==> src/rtl/clk7m_phase_tracker.sv <==
// Recovers the phase of the 7.09 MHz reference inside its 6x PLL clock domain,
// qualifies period length and reports lock, slips and a saturating error count.
module clk7m_phase_tracker #(
  parameter int RATIO      = 6,
  parameter int LOCK_COUNT = 16
) (
  input  logic       clk,
  input  logic       reset_n,
  input  logic       clk7m_in,
  input  logic       enable,
  output logic [2:0] phase,
  output logic       rise_stb,
  output logic       fall_stb,
  output logic       locked,
  output logic       slip,
  output logic [7:0] err_cnt
);

  localparam int PCW = $clog2(2 * RATIO + 1);
  localparam int GCW = (LOCK_COUNT > 1) ? $clog2(LOCK_COUNT) : 1;

  localparam logic [2:0]     PHASE_LAST = 3'(RATIO - 1);
  localparam logic [PCW-1:0] PERIOD_ONE = PCW'(1);
  localparam logic [PCW-1:0] PERIOD_NOM = PCW'(RATIO);
  localparam logic [PCW-1:0] PERIOD_MAX = PCW'(2 * RATIO);
  localparam logic [GCW-1:0] GOOD_LAST  = GCW'(LOCK_COUNT - 1);
  localparam logic [7:0]     ERR_MAX    = 8'hFF;

  typedef enum logic [1:0] {
    HUNT   = 2'd0,
    TRACK  = 2'd1,
    LOCKED = 2'd2
  } state_t;

  logic           s1, s2, s3;
  logic           rise_det, fall_det;
  logic [PCW-1:0] period_cnt;
  logic           good_period, bad_period, timeout;

  state_t         state, state_next;
  logic [GCW-1:0] good_cnt, good_cnt_next;
  logic           slip_next;
  logic           err_hit;

  // Two-flop synchronizer for the asynchronous reference, then one history
  // flop so edges are detected on fully synchronized samples only.
  // NOTE: sequential state uses non-blocking (<=) so every flop samples the
  // pre-edge value of its neighbour; blocking here would collapse the chain.
  always_ff @(posedge clk or negedge reset_n) begin
    if (!reset_n) begin
      s1 <= 1'b0;
      s2 <= 1'b0;
      s3 <= 1'b0;
    end else begin
      s1 <= clk7m_in;
      s2 <= s1;
      s3 <= s2;
    end
  end

  assign rise_det = s2 & ~s3;
  assign fall_det = ~s2 & s3;

  // Phase and period measurement keep running regardless of enable.
  always_ff @(posedge clk or negedge reset_n) begin
    if (!reset_n) begin
      phase      <= '0;
      period_cnt <= '0;
    end else begin
      if (rise_det || (phase == PHASE_LAST)) begin
        phase <= '0;
      end else begin
        phase <= phase + 3'd1;
      end

      if (rise_det) begin
        period_cnt <= PERIOD_ONE;
      end else if (period_cnt != PERIOD_MAX) begin
        period_cnt <= period_cnt + PERIOD_ONE;
      end
    end
  end

  // A rise arriving on the saturated count is a bad period, not a timeout.
  assign good_period = rise_det && (period_cnt == PERIOD_NOM);
  assign bad_period  = rise_det && (period_cnt != PERIOD_NOM);
  assign timeout     = !rise_det && (period_cnt == PERIOD_MAX);

  // NOTE: every signal assigned in always_comb gets a default first, so no
  // path through the case leaves it unassigned and infers a latch.
  always_comb begin
    state_next    = state;
    good_cnt_next = good_cnt;
    slip_next     = 1'b0;
    err_hit       = 1'b0;

    if (!enable) begin
      state_next = HUNT;
    end else begin
      case (state)
        HUNT: begin
          if (rise_det) begin
            state_next    = TRACK;
            good_cnt_next = '0;
          end
        end

        TRACK: begin
          if (good_period) begin
            if (good_cnt == GOOD_LAST) begin
              state_next = LOCKED;
            end else begin
              good_cnt_next = good_cnt + GCW'(1);
            end
          end else if (bad_period) begin
            good_cnt_next = '0;
            err_hit       = 1'b1;
          end else if (timeout) begin
            state_next = HUNT;
            err_hit    = 1'b1;
          end
        end

        LOCKED: begin
          if (bad_period) begin
            state_next    = TRACK;
            good_cnt_next = '0;
            slip_next     = 1'b1;
            err_hit       = 1'b1;
          end else if (timeout) begin
            state_next = HUNT;
            slip_next  = 1'b1;
            err_hit    = 1'b1;
          end
        end

        default: begin
          state_next = HUNT;
        end
      endcase
    end
  end

  // locked follows the next state so it rises together with the completing rise_stb.
  always_ff @(posedge clk or negedge reset_n) begin
    if (!reset_n) begin
      state    <= HUNT;
      good_cnt <= '0;
      locked   <= 1'b0;
      slip     <= 1'b0;
      err_cnt  <= '0;
      rise_stb <= 1'b0;
      fall_stb <= 1'b0;
    end else begin
      state    <= state_next;
      good_cnt <= good_cnt_next;
      locked   <= (state_next == LOCKED);
      slip     <= slip_next;
      rise_stb <= rise_det & enable;
      fall_stb <= fall_det & enable;
      if (err_hit && (err_cnt != ERR_MAX)) begin
        err_cnt <= err_cnt + 8'd1;
      end
    end
  end

endmodule
==> config.mk <==
export PLATFORM = sky130hd
export DESIGN_NAME = clk7m_phase_tracker
export DESIGN_NICKNAME = d
export VERILOG_FILES = /design/src/rtl/clk7m_phase_tracker.sv
export SDC_FILE = /design/constraint.sdc
export NUM_CORES = 1
export LEC_CHECK = 0
export CAP_MARGIN = 5
export CORE_MARGIN = 4
export CORE_UTILIZATION = 25
export CTS_BUF_LIST = sky130_fd_sc_hd__clkbuf_8
export CTS_CLUSTER_DIAMETER = 100
export DETAILED_ROUTE_END_ITERATION = 7
export PLACE_DENSITY = 0.44
export SYNTH_ARGS = -nofsm -noshare
export SYNTH_HDL_FRONTEND = slang
export SYNTH_SLANG_ARGS = --single-unit
==> constraint.sdc <==
create_clock -name clk -period 1.9 [get_ports clk]
set_input_delay 0.38 -clock clk [delete_from_list [all_inputs] [get_ports clk]]
set_output_delay 0.38 -clock clk [all_outputs]
set_load 0.1 [all_outputs]
Word level (Yosys, flattened, before mapping)
Index checks and enable logic that the tools add are counted.

word-level totals
  flip-flop bits (word level) = 28
  bits in latches = 0
  memory bits (writable) = 0
  bits in read-only memories = 0
  memories kept = 0

operators by class
  $add $sub $neg = 4
  $mul = 0
  divide/modulo/power cells = 0
  order comparisons = 0
  equal/unequal tests = 12
  shifts and indexed selects = 0
  muxes and demuxes = 23
  bitwise operators = 6
  reduce and logical (&&, ||, !) cells = 10

operators with widths
  operator               count
  $mux W4                6
  $mux W2                7
  $pmux W4 S3            1
  $add A4 B1 Y4 const B  2
  $add A8 B1 Y8 const B  1
  $eq A4 B4 Y1 const B   2
  $ne A8 B8 Y1 const B   1
  $mux W1                6
  $pmux W2 S3            1
  $and A1 B1 Y1          4
  $eq A2 B2 Y1 const B   2
  $eq A4 B3 Y1 const B   1
  $logic_and A1 B1 Y1    4
  $ne A4 B3 Y1 const B   1
  $ne A4 B4 Y1 const B   1
  $reduce_and A4 Y1      1
  $add A3 B1 Y3 const B  1
  $eq A3 B3 Y1 const B   1
  $mux W3                1
  $ne A3 B3 Y1 const B   1
  $reduce_bool A3 Y1     1
  $eq A2 B1 Y1 const B   1
  $logic_not A2 Y1       1
  $ne A2 B2 Y1 const B   1
  5 further kinds        6

Logic depth before layout (Yosys ltp)
  word-level depth = 10
  depth in mapped cells = 8

Worst setup path before layout
No wires, ideal clock.

  path type = register -> register
  start = register err_cnt[0]
  end = register err_cnt[1]
  library setup time = 0.126 ns
  arrival time = 2.184 ns
  required time = 1.774 ns
  path slack = -0.410 ns
  stages on the path, launching flop included = 6
  path buffers = 0
  clock period less this slack = 2.310 ns
  cell sequence = dfrtp_1 -> ha_1 -> and3_1 -> and3_1 -> nor4_4 -> mux2_2

on the way
  cells in the longest elaborated chain, start to end = 2
  elaborated cells between the ends (all ways) = 3
  classes of those cells = 1 x add/sub; 1 x eq/ne; 1 x reduce/logical

ends and longest elaborated chain
  what                                                   line  source
  from (decl)                                            16    output logic [7:0] err_cnt
  from (signal assigned)                                 162   err_cnt <= err_cnt + 8'd1;
  branches (longest 2 deep; another with $add A8 B1 Y8)  --

Several ways; the timed one is not identified.
A chain may end at the register's enable or synchronous reset.

Final worst setup path
Ends and elaborated chain as after synthesis.

==> summary.md <==
| Metric | Value |
|---|---|
| Slowest CP cell | `dfrtp_4` |
| Crit path buffers/inverters | `1` |
| Vias per cell | `~4.5` |
| Chip height | `between 80 and 90 um` |
| Top-Level Pins | `19` |
| Setup Fix Bufs, Post-CTS | `0` |
| Layout Skew | `between 2 and 3 ps` |
| HP Class | `register to register` |
| Pleak | `roughly 0.9 nW` |
| Crit share post-route | `0.9510` |
| Die X | `between 80 and 90 um` |
| Fin area | `roughly 2000 um^2` |
| Clk sink count | `28` |
| Flop pwr share | `0.388` |
| Detailed Route Iter0 Violations | `slightly below 60` |
| Post-route antenna net violation count | `0` |
| Final setup vio count | `0` |
| Status | `complete, no violations` |
| Syn_area_per_cell | `roughly 10 um^2` |
| WL/cell | `about 12 um` |
| CTS tree | `done` |
| CP top delay family | `flip-flops` |
| Req. time, crit path | `2070 ps` |
| Post-synth design cell area | `~1500 um^2` |
| Core region area | `between 5000 and 6000 um^2` |
| Worst path most repeated cell | `and3_4` |
| Crit end category | `register` |
| Die area | `between 7000 and 8000 um^2` |
| Cell Int Power | `about 1.3 mW` |
| # H-tree levels | `1` |
| Share of the synthesized area in the top cell type | `0.4799` |
| Sw Share | `0.3803` |
| RSZ-0062 raised after global routing | `false` |
| Post-cts resize count | `0` |
| Clock power frac | `0.235` |
| PortBufs | `18` |
| Hold-fix buffers, CTS | `0` |
| Initial antenna violation count | `0` |
| Startpoint class of the critical path | `register` |
| Largest stage delay on the critical path | `530 ps` |
| Comb power frac | `0.377` |
| CTS root buf | `clkbuf_8` |
| Vias in the first global route | `1155` |
| GRT Util Overall | `0.09206` |
| Max-Cap Viols | `0` |
| Total Routed Length | `roughly 3000 um` |
| Remaining DRCs | `0` |
| Placed cell count | `245` |
| Reg2reg path depth | `6` |
| Fillers | `between 500 and 600` |
| Peak supply drop | `approximately 0.00052 V` |
| Synth-to-Final Area Change | `38.05%` |
| Sequential area share after synthesis | `0.4799` |
| Syn Nets | `~160` |
| Hold Vio Cnt, Final | `0` |
| Sw power | `0.7723 mW` |
| Drt pass-1 iters | `4` |
| Hold Crit Depth | `0` |
| Area post-placement | `1944 um^2` |
| Global route overflow | `0` |
| Synthesis Warnings | `0` |
| Global-route wire length before repair | `approximately 5500 um` |
| Max_slew headroom | `0.7595` |
| Largest area contributor in the netlist | `dfrtp_1` |
| Diode count | `0` |
| Syn Inst Count | `146` |
| Critical Path AT | `slightly below 2000 ps` |
| Share of cells above drive strength 1 | `0.2712` |
| Worst hold slack | `between 300 and 400 ps` |
| Net count, final | `about 190` |
| # rows | `27` |
| Slew @ Worst Pin | `approximately 360 ps` |
| Synth top area cells | `dfrtp_1 (48%), ha_1 (9.4%), xnor2_1 (4.8%)` |
| Netlist cell types | `36` |
| Count of pins over their slew limit | `0` |
| TritonCTS Buffers | `3` |
| Initial Util | `0.2620` |
| Setup CP Type | `register to register` |
| Clk slew on worst S/H paths | `100 ps` |
| DP HPWL | `2344 um` |
| Via Count | `~1100` |
| Clk Latency, worst-skew pair | `approximately 280 ps` |
| Final Non-Filler Cells | `249` |
| Pwr Density | `roughly 1000 nW/um^2` |
| Max Fclk | `between 500 and 600 MHz` |
| Largest net degree at the start of global routing | `29` |
| CP max FO | `8` |
| Synthesis-stage register bit count | `28` |
| Crit path depth | `6` |
| CP Cell Sequence | `ha_4 > and3_4 > and3_4 > nor4_4 > buf_4 > mux2_2` |
| RD Place Congestion | `between 0.8 and 0.9` |
| Max clock buf depth | `2` |
| Tmin final | `1807 ps` |
power groups by stage:
stage                     registers [mW]  clock network [mW]  logic (mW)
after global placement             0.796                   0       0.762
after detailed placement           0.803                   0       0.774
after floorplan                     1.02                   0       0.268
after global routing               0.808               0.517       0.822
after CTS                          0.791               0.492       0.775
final                              0.788               0.478       0.765
routing by layer:
metal	part of all wire	vias up	track usage
met2	0.45	22	0.1471
met5	0	-	0
met3	0.028	4	0.01374
met1	0.50	536	0.1260
met4	0.015	0	0.03453
li1	-	564	-
placed cells by master, fill, tap and decap left out, drive strengths merged, types with 4 or more instances in the layout:
| master | count |
|---|---|
| nand2 | 14 |
| o21ai | 5 |
| nor2 | 17 |
| buf | 29 |
| a21oi | 7 |
| nand3 | 4 |
| nor3 | 6 |
| and3 | 5 |
| xnor2 | 8 |
| nand4 | 4 |
| inv | 7 |
| ha | 11 |
| dfrtp | 28 |
logic make-up (layout without fill, tap and decap cells):
family / count (synthesis) / count (layout) / synth area share
compound gates: 22 / 22 / 0.09683
xor+xnor: 9 / 9 / 0.05399
fa+ha+maj: 11 / 11 / 0.09426
buf+inv: 12 / 43 / 0.03685
flops: 28 / 28 / 0.4799
mux: 3 / 3 / 0.02142
simple gates: 61 / 61 / 0.2168
layout make-up:
cell class | count | area (um^2) | area share
Sequential cell | 28 | 714.4 | 0.3544
Clock inverter | 1 | 30.03 | 0.01490
Clock buffer | 3 | 41.29 | 0.02048
Inverter | 7 | 26.28 | 0.01304
Multi-Input combinational cell | 106 | 728.2 | 0.3613
Timing Repair Buffer | 32 | 385.4 | 0.1912
Tap cell | 72 | 90.09 | 0.04469
flip-flops by register name, summed over array words and instances (netlist names):
signal      count
err_cnt         8
fall_stb        1
good_cnt        4
locked          1
period_cnt      4
phase           3
rise_stb        1
s1              1
s2              1
s3              1
slip            1
state           2
synthesized netlist by cell type, drive strengths merged:
library cell   n
a211o          1
a21o           2
a21oi          7
a311o          1
a311oi         1
a31oi          2
and2b          1
and3           5
and3b          1
buf            3
clkbuf         2
dfrtp         28
ha            11
inv            7
mux2           1
mux2i          2
nand2         14
nand2b         1
nand3          4
nand3b         1
nand4          4
nor2          17
nor3           6
nor3b          3
nor4           3
o211ai         1
o21ai          5
o22a           1
o22ai          1
or2            1
xnor2          8
xor2           1
per-stage QoR:
step | setup TNS [ps] | utilization | power, mW | setup WS, ps
final | 0 | 0.3616 | 2.031 | 93.01
after global routing | 0 | 0.3616 | 2.146 | 36.02
after CTS | 0 | 0.3616 | 2.058 | 90.44
after detailed placement | -14.48 | 0.3488 | 1.577 | -14.48
after global placement | 0 | 0.3488 | 1.557 | 0.07938
after floorplan | -122.3 | - | 1.293 | -55.00
worst paths after layout:
check                           slack, ps         end       start
worst max-delay path                   90  err_cnt[1]  err_cnt[0]
worst min-delay path                  360          s2          s1
worst max register to register         90  err_cnt[1]  err_cnt[0]
worst min register to register        360          s2          s1
max in group asynchronous            1130  err_cnt[0]     reset_n
min in group asynchronous             480      locked     reset_n
Power figures use the tool's default switching activity.
